==> config.mk <==
export PLATFORM = sky130hd
export DESIGN_NAME = mem_access_unit_flat
export DESIGN_NICKNAME = d
export VERILOG_FILES = /design/src/rtl/mem_pkg.sv /design/src/rtl/mem_access_unit_if.sv /design/src/rtl/load_store_align.sv /design/src/rtl/mem_access_unit.sv /design/src/flat_wrapper.sv
export SDC_FILE = /design/constraint.sdc
export NUM_CORES = 1
export LEC_CHECK = 0
export ABC_AREA = 0
export CAP_MARGIN = 15
export CORE_AREA = 2 2 126 128
export CTS_CLUSTER_SIZE = 28
export DETAILED_ROUTE_END_ITERATION = 10
export DIE_AREA = 0 0 128 130
export PLACE_DENSITY_LB_ADDON = 0.08
export RECOVER_POWER = 50
export SETUP_SLACK_MARGIN = 0.2
export SYNTH_ARGS = -nofsm -noshare
export SYNTH_HDL_FRONTEND = slang
export SYNTH_SLANG_ARGS = --single-unit
==> constraint.sdc <==
create_clock -name clk -period 8.35 [get_ports clk]
set_input_delay 1.2525 -clock clk [delete_from_list [all_inputs] [get_ports clk]]
set_output_delay 1.2525 -clock clk [all_outputs]
set_load 0.05 [all_outputs]
==> src/rtl/mem_pkg.sv <==
// Shared encodings for the memory access stage: funct3 sizes, FSM states,
// and default MMIO port addresses.
package mem_pkg;
   localparam logic [2:0] F3_B  = 3'b000;
   localparam logic [2:0] F3_H  = 3'b001;
   localparam logic [2:0] F3_W  = 3'b010;
   localparam logic [2:0] F3_BU = 3'b100;
   localparam logic [2:0] F3_HU = 3'b101;

   typedef enum logic [2:0] {ST_IDLE, ST_REQ, ST_RESP, ST_IO_IN, ST_IO_OUT} mau_state_e;

   localparam logic [31:0] MMIO_IN_DEF  = 32'h0000_0000;
   localparam logic [31:0] MMIO_OUT_DEF = 32'h0000_0004;
endpackage

==> src/rtl/mem_access_unit_if.sv <==
// Data-memory request/response bus plus the MMIO input/output handshakes.
interface mem_access_unit_if #(
   parameter int XLEN   = 32,
   parameter int ADDR_W = 20
);
   logic                dm_req;
   logic                dm_we;
   logic [ADDR_W-1:0]   dm_addr;
   logic [XLEN-1:0]     dm_wdata;
   logic [XLEN/8-1:0]   dm_be;
   logic                dm_ready;
   logic                dm_rvalid;
   logic [XLEN-1:0]     dm_rdata;
   logic                io_in_valid;
   logic [XLEN-1:0]     io_in_data;
   logic                io_in_ready;
   logic                io_out_valid;
   logic [7:0]          io_out_data;
   logic                io_out_ready;

   modport master (
      output dm_req, dm_we, dm_addr, dm_wdata, dm_be, io_in_ready, io_out_valid, io_out_data,
      input  dm_ready, dm_rvalid, dm_rdata, io_in_valid, io_in_data, io_out_ready
   );
   modport slave (
      input  dm_req, dm_we, dm_addr, dm_wdata, dm_be, io_in_ready, io_out_valid, io_out_data,
      output dm_ready, dm_rvalid, dm_rdata, io_in_valid, io_in_data, io_out_ready
   );
endinterface

==> src/rtl/load_store_align.sv <==
// Byte-lane steering: store byte-enables and data replication, load lane
// extraction with sign/zero extension, and alignment/encoding fault detection.
module load_store_align
   import mem_pkg::*;
#(
   parameter int XLEN = 32
) (
   input  logic [1:0]        addr_lo,
   input  logic [2:0]        funct3,
   input  logic              is_load,
   input  logic [XLEN-1:0]   wdata,
   input  logic [XLEN-1:0]   rdata,
   output logic [XLEN/8-1:0] be,
   output logic [XLEN-1:0]   wdata_o,
   output logic [XLEN-1:0]   rdata_o,
   output logic              err
);
   localparam int NB = XLEN / 8;

   logic [XLEN-1:0] sh;
   assign sh = rdata >> {addr_lo, 3'b000};

   always_comb begin
      be      = '0;
      wdata_o = wdata;
      rdata_o = '0;
      err     = 1'b0;
      case (funct3)
         F3_B: begin
            be      = NB'(1) << addr_lo;
            wdata_o = {NB{wdata[7:0]}};
            rdata_o = {{(XLEN-8){sh[7]}}, sh[7:0]};
         end
         F3_H: begin
            be      = NB'(3) << addr_lo;
            wdata_o = {(NB/2){wdata[15:0]}};
            rdata_o = {{(XLEN-16){sh[15]}}, sh[15:0]};
            err     = addr_lo[0];
         end
         F3_W: begin
            be      = '1;
            rdata_o = sh;
            err     = (addr_lo != 2'b00);
         end
         // unsigned variants exist only for loads
         F3_BU: begin
            rdata_o = {{(XLEN-8){1'b0}}, sh[7:0]};
            err     = !is_load;
         end
         F3_HU: begin
            rdata_o = {{(XLEN-16){1'b0}}, sh[15:0]};
            err     = !is_load || addr_lo[0];
         end
         default: err = 1'b1;
      endcase
   end
endmodule

==> src/rtl/mem_access_unit.sv <==
// Memory stage: sequences data-memory and MMIO accesses, stalls upstream
// while an access is outstanding, and registers load results for writeback.
module mem_access_unit
   import mem_pkg::*;
#(
   parameter int              XLEN          = 32,
   parameter int              ADDR_W        = 20,
   parameter int              RD_W          = 5,
   parameter logic [XLEN-1:0] MMIO_IN_ADDR  = XLEN'(MMIO_IN_DEF),
   parameter logic [XLEN-1:0] MMIO_OUT_ADDR = XLEN'(MMIO_OUT_DEF)
) (
   input  logic              clk,
   input  logic              rst,
   input  logic              ex_valid,
   input  logic              ex_mem_read,
   input  logic              ex_mem_write,
   input  logic [2:0]        ex_funct3,
   input  logic [XLEN-1:0]   ex_addr,
   input  logic [XLEN-1:0]   ex_wdata,
   input  logic [RD_W-1:0]   ex_rd,
   mem_access_unit_if.master bus,
   output logic              stall_m,
   output logic              misalign_m,
   output logic              wb_valid,
   output logic [RD_W-1:0]   wb_rd,
   output logic [XLEN-1:0]   wb_load_data
);
   mau_state_e        state, idle_nxt;
   logic [1:0]        lo_q;
   logic [2:0]        f3_q;
   logic              ld_q;
   logic [RD_W-1:0]   rd_q;
   logic [7:0]        io_byte_q;
   logic              req_q, we_q, io_in_rdy_q, io_out_vld_q;
   logic [ADDR_W-1:0] addr_q;
   logic [XLEN-1:0]   dmw_q;
   logic [XLEN/8-1:0] be_q;

   logic              mem_op, hit_in, hit_out;
   logic [1:0]        al_lo;
   logic [2:0]        al_f3;
   logic              al_ld, al_err;
   logic [XLEN/8-1:0] al_be;
   logic [XLEN-1:0]   al_wdata, al_rdata;

   assign mem_op  = ex_valid && (ex_mem_read || ex_mem_write);
   assign hit_in  = (ex_addr == MMIO_IN_ADDR);
   assign hit_out = (ex_addr == MMIO_OUT_ADDR);

   // Aligner sees the incoming op while idle, the latched op otherwise.
   always_comb begin
      if (state == ST_IDLE) begin
         al_lo = ex_addr[1:0];
         al_f3 = ex_funct3;
         al_ld = ex_mem_read;
      end else begin
         al_lo = lo_q;
         al_f3 = f3_q;
         al_ld = ld_q;
      end
   end

   load_store_align #(.XLEN(XLEN)) u_align (
      .addr_lo (al_lo),
      .funct3  (al_f3),
      .is_load (al_ld),
      .wdata   (ex_wdata),
      .rdata   (bus.dm_rdata),
      .be      (al_be),
      .wdata_o (al_wdata),
      .rdata_o (al_rdata),
      .err     (al_err)
   );

   // Faults and MMIO accesses with no side effect finish in the IDLE cycle.
   always_comb begin
      idle_nxt = ST_IDLE;
      if (al_err)           idle_nxt = ST_IDLE;
      else if (ex_mem_read) idle_nxt = hit_in  ? ST_IO_IN  : (hit_out ? ST_IDLE : ST_REQ);
      else                  idle_nxt = hit_out ? ST_IO_OUT : (hit_in  ? ST_IDLE : ST_REQ);
   end

   always_comb begin
      stall_m = 1'b0;
      if (!rst) begin
         case (state)
            ST_IDLE:   stall_m = mem_op && (idle_nxt != ST_IDLE);
            ST_REQ:    stall_m = !(bus.dm_ready && !ld_q);
            ST_RESP:   stall_m = !bus.dm_rvalid;
            ST_IO_IN:  stall_m = !bus.io_in_valid;
            ST_IO_OUT: stall_m = !bus.io_out_ready;
            default:   stall_m = 1'b0;
         endcase
      end
   end

   always_ff @(posedge clk or posedge rst) begin
      if (rst) begin
         state        <= ST_IDLE;
         lo_q         <= '0;
         f3_q         <= '0;
         ld_q         <= 1'b0;
         rd_q         <= '0;
         io_byte_q    <= '0;
         req_q        <= 1'b0;
         we_q         <= 1'b0;
         io_in_rdy_q  <= 1'b0;
         io_out_vld_q <= 1'b0;
         addr_q       <= '0;
         dmw_q        <= '0;
         be_q         <= '0;
         misalign_m   <= 1'b0;
         wb_valid     <= 1'b0;
         wb_rd        <= '0;
         wb_load_data <= '0;
      end else begin
         wb_valid   <= 1'b0;
         misalign_m <= 1'b0;
         case (state)
            ST_IDLE: begin
               if (mem_op) begin
                  lo_q         <= ex_addr[1:0];
                  f3_q         <= ex_funct3;
                  ld_q         <= ex_mem_read;
                  rd_q         <= ex_rd;
                  io_byte_q    <= ex_wdata[7:0];
                  addr_q       <= ex_addr[ADDR_W+1:2];
                  dmw_q        <= al_wdata;
                  be_q         <= al_be;
                  misalign_m   <= al_err;
                  state        <= idle_nxt;
                  req_q        <= (idle_nxt == ST_REQ);
                  we_q         <= (idle_nxt == ST_REQ) && !ex_mem_read;
                  io_in_rdy_q  <= (idle_nxt == ST_IO_IN);
                  io_out_vld_q <= (idle_nxt == ST_IO_OUT);
                  if (idle_nxt == ST_IDLE && ex_mem_read && !al_err) begin
                     wb_valid     <= 1'b1;
                     wb_rd        <= ex_rd;
                     wb_load_data <= '0;
                  end
               end else if (ex_valid) begin
                  wb_valid     <= 1'b1;
                  wb_rd        <= ex_rd;
                  wb_load_data <= '0;
               end
            end
            ST_REQ: if (bus.dm_ready) begin
               req_q <= 1'b0;
               we_q  <= 1'b0;
               state <= ld_q ? ST_RESP : ST_IDLE;
            end
            ST_RESP: if (bus.dm_rvalid) begin
               state        <= ST_IDLE;
               wb_valid     <= 1'b1;
               wb_rd        <= rd_q;
               wb_load_data <= al_rdata;
            end
            ST_IO_IN: if (bus.io_in_valid) begin
               state        <= ST_IDLE;
               io_in_rdy_q  <= 1'b0;
               wb_valid     <= 1'b1;
               wb_rd        <= rd_q;
               wb_load_data <= bus.io_in_data;
            end
            ST_IO_OUT: if (bus.io_out_ready) begin
               state        <= ST_IDLE;
               io_out_vld_q <= 1'b0;
            end
            default: state <= ST_IDLE;
         endcase
      end
   end

   assign bus.dm_req       = req_q;
   assign bus.dm_we        = we_q;
   assign bus.dm_addr      = addr_q;
   assign bus.dm_wdata     = dmw_q;
   assign bus.dm_be        = be_q;
   assign bus.io_in_ready  = io_in_rdy_q;
   assign bus.io_out_valid = io_out_vld_q;
   assign bus.io_out_data  = io_byte_q;
endmodule

==> src/flat_wrapper.sv <==
// flat-port wrapper written by rule: the top's interface ports become plain ports
module mem_access_unit_flat import mem_pkg::*;
#(
   parameter int              XLEN          = 32,
   parameter int              ADDR_W        = 20,
   parameter int              RD_W          = 5,
   parameter logic [XLEN-1:0] MMIO_IN_ADDR  = XLEN'(MMIO_IN_DEF),
   parameter logic [XLEN-1:0] MMIO_OUT_ADDR = XLEN'(MMIO_OUT_DEF)
)
  (clk, rst, ex_valid, ex_mem_read, ex_mem_write, ex_funct3, ex_addr, ex_wdata, ex_rd, stall_m, misalign_m, wb_valid, wb_rd, wb_load_data, bus_dm_req, bus_dm_we, bus_dm_addr, bus_dm_wdata, bus_dm_be, bus_io_in_ready, bus_io_out_valid, bus_io_out_data, bus_dm_ready, bus_dm_rvalid, bus_dm_rdata, bus_io_in_valid, bus_io_in_data, bus_io_out_ready);
  mem_access_unit_if #(.XLEN(XLEN), .ADDR_W(ADDR_W)) bus_i ();
  input  logic clk;
  input  logic rst;
  input  logic ex_valid;
  input  logic ex_mem_read;
  input  logic ex_mem_write;
  input  logic [2:0] ex_funct3;
  input  logic [XLEN-1:0] ex_addr;
  input  logic [XLEN-1:0] ex_wdata;
  input  logic [RD_W-1:0] ex_rd;
  output logic stall_m;
  output logic misalign_m;
  output logic wb_valid;
  output logic [RD_W-1:0] wb_rd;
  output logic [XLEN-1:0] wb_load_data;
  output wire logic [$bits(bus_i.dm_req)-1:0] bus_dm_req;
  output wire logic [$bits(bus_i.dm_we)-1:0] bus_dm_we;
  output wire logic [$bits(bus_i.dm_addr)-1:0] bus_dm_addr;
  output wire logic [$bits(bus_i.dm_wdata)-1:0] bus_dm_wdata;
  output wire logic [$bits(bus_i.dm_be)-1:0] bus_dm_be;
  output wire logic [$bits(bus_i.io_in_ready)-1:0] bus_io_in_ready;
  output wire logic [$bits(bus_i.io_out_valid)-1:0] bus_io_out_valid;
  output wire logic [$bits(bus_i.io_out_data)-1:0] bus_io_out_data;
  input wire logic [$bits(bus_i.dm_ready)-1:0] bus_dm_ready;
  input wire logic [$bits(bus_i.dm_rvalid)-1:0] bus_dm_rvalid;
  input wire logic [$bits(bus_i.dm_rdata)-1:0] bus_dm_rdata;
  input wire logic [$bits(bus_i.io_in_valid)-1:0] bus_io_in_valid;
  input wire logic [$bits(bus_i.io_in_data)-1:0] bus_io_in_data;
  input wire logic [$bits(bus_i.io_out_ready)-1:0] bus_io_out_ready;
  assign bus_dm_req = bus_i.dm_req;
  assign bus_dm_we = bus_i.dm_we;
  assign bus_dm_addr = bus_i.dm_addr;
  assign bus_dm_wdata = bus_i.dm_wdata;
  assign bus_dm_be = bus_i.dm_be;
  assign bus_io_in_ready = bus_i.io_in_ready;
  assign bus_io_out_valid = bus_i.io_out_valid;
  assign bus_io_out_data = bus_i.io_out_data;
  assign bus_i.dm_ready = bus_dm_ready;
  assign bus_i.dm_rvalid = bus_dm_rvalid;
  assign bus_i.dm_rdata = bus_dm_rdata;
  assign bus_i.io_in_valid = bus_io_in_valid;
  assign bus_i.io_in_data = bus_io_in_data;
  assign bus_i.io_out_ready = bus_io_out_ready;
  mem_access_unit #(.XLEN(XLEN), .ADDR_W(ADDR_W), .RD_W(RD_W), .MMIO_IN_ADDR(MMIO_IN_ADDR), .MMIO_OUT_ADDR(MMIO_OUT_ADDR)) u_core (.clk(clk), .rst(rst), .ex_valid(ex_valid), .ex_mem_read(ex_mem_read), .ex_mem_write(ex_mem_write), .ex_funct3(ex_funct3), .ex_addr(ex_addr), .ex_wdata(ex_wdata), .ex_rd(ex_rd), .bus(bus_i), .stall_m(stall_m), .misalign_m(misalign_m), .wb_valid(wb_valid), .wb_rd(wb_rd), .wb_load_data(wb_load_data));
endmodule
==> flow_summary.yaml <==
synthesis:
  avgSynthCellArea_sq_um: 9.01
  synth_ff_type: "dfrtp_1"
  synthDistinctLibCells: 59
  synth_area_sq_um: 5990
  ys_seq_elements: 113
  async_reset_ff_share_pct: 100
  ys_warn_count: 0
  synth_top_family_by_area: "compound AO/OA/AOI/OAI gates"
  synth_nets: 810
  yosysSeqAreaShare_pct: 47.2
  netlist_instances: 665
  synthAdderAreaFrac_pct: 0
  synth_simple_gate_area_share_pct: 17.7
  synth_edf_count: 0
  synth_xor_area_share_pct: 0
  synth_compound_area_share_pct: 21.5
  synth_mux_area_share_pct: 8.02
cells_and_area:
  fillCellCount: 1410
  drive_gt1_share_pct: 6.32
  final_util_pct: 59.0
  finalInstanceArea_sq_um: 9100
  final_cells: 1094
  fin_nets: 1035
  diodes: 0
  layout_common_cells: "177 x nand2_1, 167 x clkdlybuf4s50_1, 113 x dfrtp_1"
  mostFrequentLayoutCell: "nand2_1"
  area_delta_synth_final_pct: 51.9
clocking:
  cts_setup_buffers: 0
  cts-root-buf: "clkbuf_16"
  h-tree-depth: 4
  cts_tree: "done"
  cts_sinks: 113
  ctsResizeCount: 0
  clock_latency_ns: 0.41
  cts_buffer_depth: 2
  clkTransAtPathRegs_ns: 0.05
  hold_buffers: 0
  cts_buffers: 17
outcome:
  violations: "capacitance limit, slew limit"
  status: "finished with violations"
grt:
  grt_pass1_wl_mm: 31.3
  antenna_found_initial: 0
  grt_max_degree: 81
  grt_overflow: 0
  grt_pass1_vias: 5941
  grt_use_total_pct: 24.3
critical_path:
  required_ns: 7.10
  cp-start-kind: "input port"
  critPathMaxFanout: 56
  path_cells: "dlygate4sd3_1 -> o21ai_0 -> nor2_4 -> buf_4 -> nand2_1 -> a31o_2 -> a221oi_1 -> clkdlybuf4s50_1"
  arrival_ns: 4.52
  cp-end-kind: "output port"
  cp_slowest_stage_delay_ns: 0.86
  crit_slowest_cell: "clkdlybuf4s50_1"
  critical_path_class: "in2out"
detailed_routing:
  drt-total-wl_mm: 20.4
  wl_met1_mm: 8.38
  dr.first_iter.drc_count: 366
  vias: 5980
  top_layer: "met4"
  via_per_inst: 5.47
  wl_met2_mm: 9.85
  routedWlPerCell_microns: 18.6
  routed-wl-met3_mm: 1.71
  drtPass1Iterations: 5
  ant_nets: 0
  drc: 0
power_and_ir_drop:
  p_per_area_nw_per_um2: 461
  p_leak_nw: 3.97
  irDropWorstVdd_v: 0.000254
timing:
  finalSetupTns_ns: 0
  grt_setup_unrepaired: "false"
  relSlewSlack_pct: -121
  fin_crit_ns: 5.77
  tightest_slew_ns: 3.32
  slew_violations: 122
  clock_skew_ns: 0.00740
  finalCritPeriodShare_pct: 69.1
  worst_slack_ns: 2.58
  finalHoldViolCount: 0
  finalSetupViolCount: 0
  fmax_mhz: 173
place:
  postPlaceCellArea_sq_um: 8550
  dpl.hpwl_mm: 14.6
  dp_cells: 1063
  io_buffers: 252
  place.gp.congestion: 0.903
  post-place-ws_ns: 2.63
floorplanning:
  start_util_pct: 38.8
  ios: 253
  die_area_sq_um: 16600
  rows: 46
  dieWidth_microns: 128
  core_area_sq_um: 15400
  die_h_microns: 130
flow_run:
  max_cap_violations: 2
worst_hold_path:
  hold_path_class: "reg2reg"
==> routing by layer <==
| layer | up-vias | track usage [%] |
|---|---|---|
| li1 | 2843 | - |
| met1 | 2837 | 29.8 |
| met2 | 270 | 40.5 |
| met3 | 30 | 7.46 |
| met4 | 0 | 9.24 |
| met5 | - | 0 |
==> power by group <==
| part | total, mW | switching (mW) | internal [mW] | leakage [nW] |
|---|---|---|---|---|
| logic | 2.53 | 1.72 | 0.811 | 2.32 |
| registers | 0.987 | 0.173 | 0.814 | 1.38 |
| clock network | 0.672 | 0.236 | 0.436 | 0.277 |
==> cell type report <==
type                            instances  area (sq um)  share of cell area [%]
Clock buffer                           25           495                    5.45
Clock inverter                          6          55.1                   0.605
Inverter                                8          31.3                   0.344
Multi-Input combinational cell        487          2850                    31.3
Sequential cell                       113          2830                    31.1
Tap cell                              192           240                    2.64
Timing Repair Buffer                  263          2600                    28.6
==> critical path: cells and delay by family <==
family / cells / cell delay, ns
simple gates: 2 / 0.36
buf+inv: 3 / 2.03
compound gates: 3 / 0.86
==> synthesized netlist by cell type (2+ instances only) <==
cell	number	area, sq um
a211oi_1	2	15.0
a21oi_1	59	295
a21oi_4	3	48.8
a221oi_1	3	26.3
a222oi_1	8	80.1
a22oi_1	10	75.1
a2bb2oi_1	8	70.1
a31oi_1	32	200
a32oi_1	7	61.3
and2_1	2	12.5
buf_1	6	22.5
buf_2	19	95.1
buf_4	12	90.1
buf_6	3	33.8
clkbuf_1	17	63.8
dfrtp_1	113	2830
inv_1	7	26.3
mux2i_1	43	430
mux2i_2	2	27.5
nand2_1	176	661
nand2_2	2	12.5
nand2b_1	4	25.0
nand3_1	4	20.0
nand3b_1	2	15.0
nand4_1	2	12.5
nor2_1	28	105
nor3_1	7	35.0
nor4_1	9	56.3
o21a_1	3	22.5
o21ai_0	11	55.1
o21ai_1	20	100
o22ai_1	2	12.5
o2bb2ai_1	7	61.3
o31a_1	3	26.3
o32a_1	2	20.0
or3_1	4	25.0
==> path summary, 6_finish.rpt <==
check | slack, ns | cells after the start | to | start
setup / recovery | 2.58 | 8 | stall_m | ex_mem_read
hold / removal | 0.46 | 2 | u_core.bus.dm_addr[0]$_DFFE_PP0P_ | u_core.bus.dm_addr[0]$_DFFE_PP0P_
setup reg to reg | 4.22 | 5 | u_core.bus.dm_wdata[17]$_DFFE_PP0P_ | u_core.state[0]$_DFFE_PP0P_
hold reg to reg | 0.46 | 2 | u_core.bus.dm_addr[0]$_DFFE_PP0P_ | u_core.bus.dm_addr[0]$_DFFE_PP0P_
max in group asynchronous | 4.84 | 3 | u_core.bus.dm_wdata[8]$_DFFE_PP0P_ | rst
min in group asynchronous | 1.81 | 2 | u_core.rd_q[1]$_DFFE_PP0P_ | rst
==> kinds of logic after synthesis <==
kind of cell / count (synthesis)
and+or+nand+nor: 248
AOI/OAI and AO/OA: 192
DFF: 113
buffers and inverters: 65
muxes: 47
==> sequential cells by signal (all words and copies together) (netlist names) <==
signal and cells:
u_core.bus.io_out_valid 1, u_core.bus.io_in_ready 1, u_core.bus.dm_be 4, u_core.misalign_m 1, u_core.f3_q 3, u_core.bus.dm_addr 20
u_core.rd_q 5, u_core.bus.dm_we 1, u_core.wb_rd 5, u_core.wb_load_data 32, u_core.bus.dm_wdata 32, u_core.lo_q 2
u_core.bus.dm_req 1, u_core.wb_valid 1, u_core.state 3, u_core.ld_q 1
==> through the flow <==
stage               hold WS (ns)  total power, mW
global placement           0.457             3.57
floorplan                  0.445             2.78
detailed placement         0.461             3.61
CTS                        0.474             4.29
finish                     0.465             4.19
global route               0.492             4.43
(Power assumes the default switching activity.)
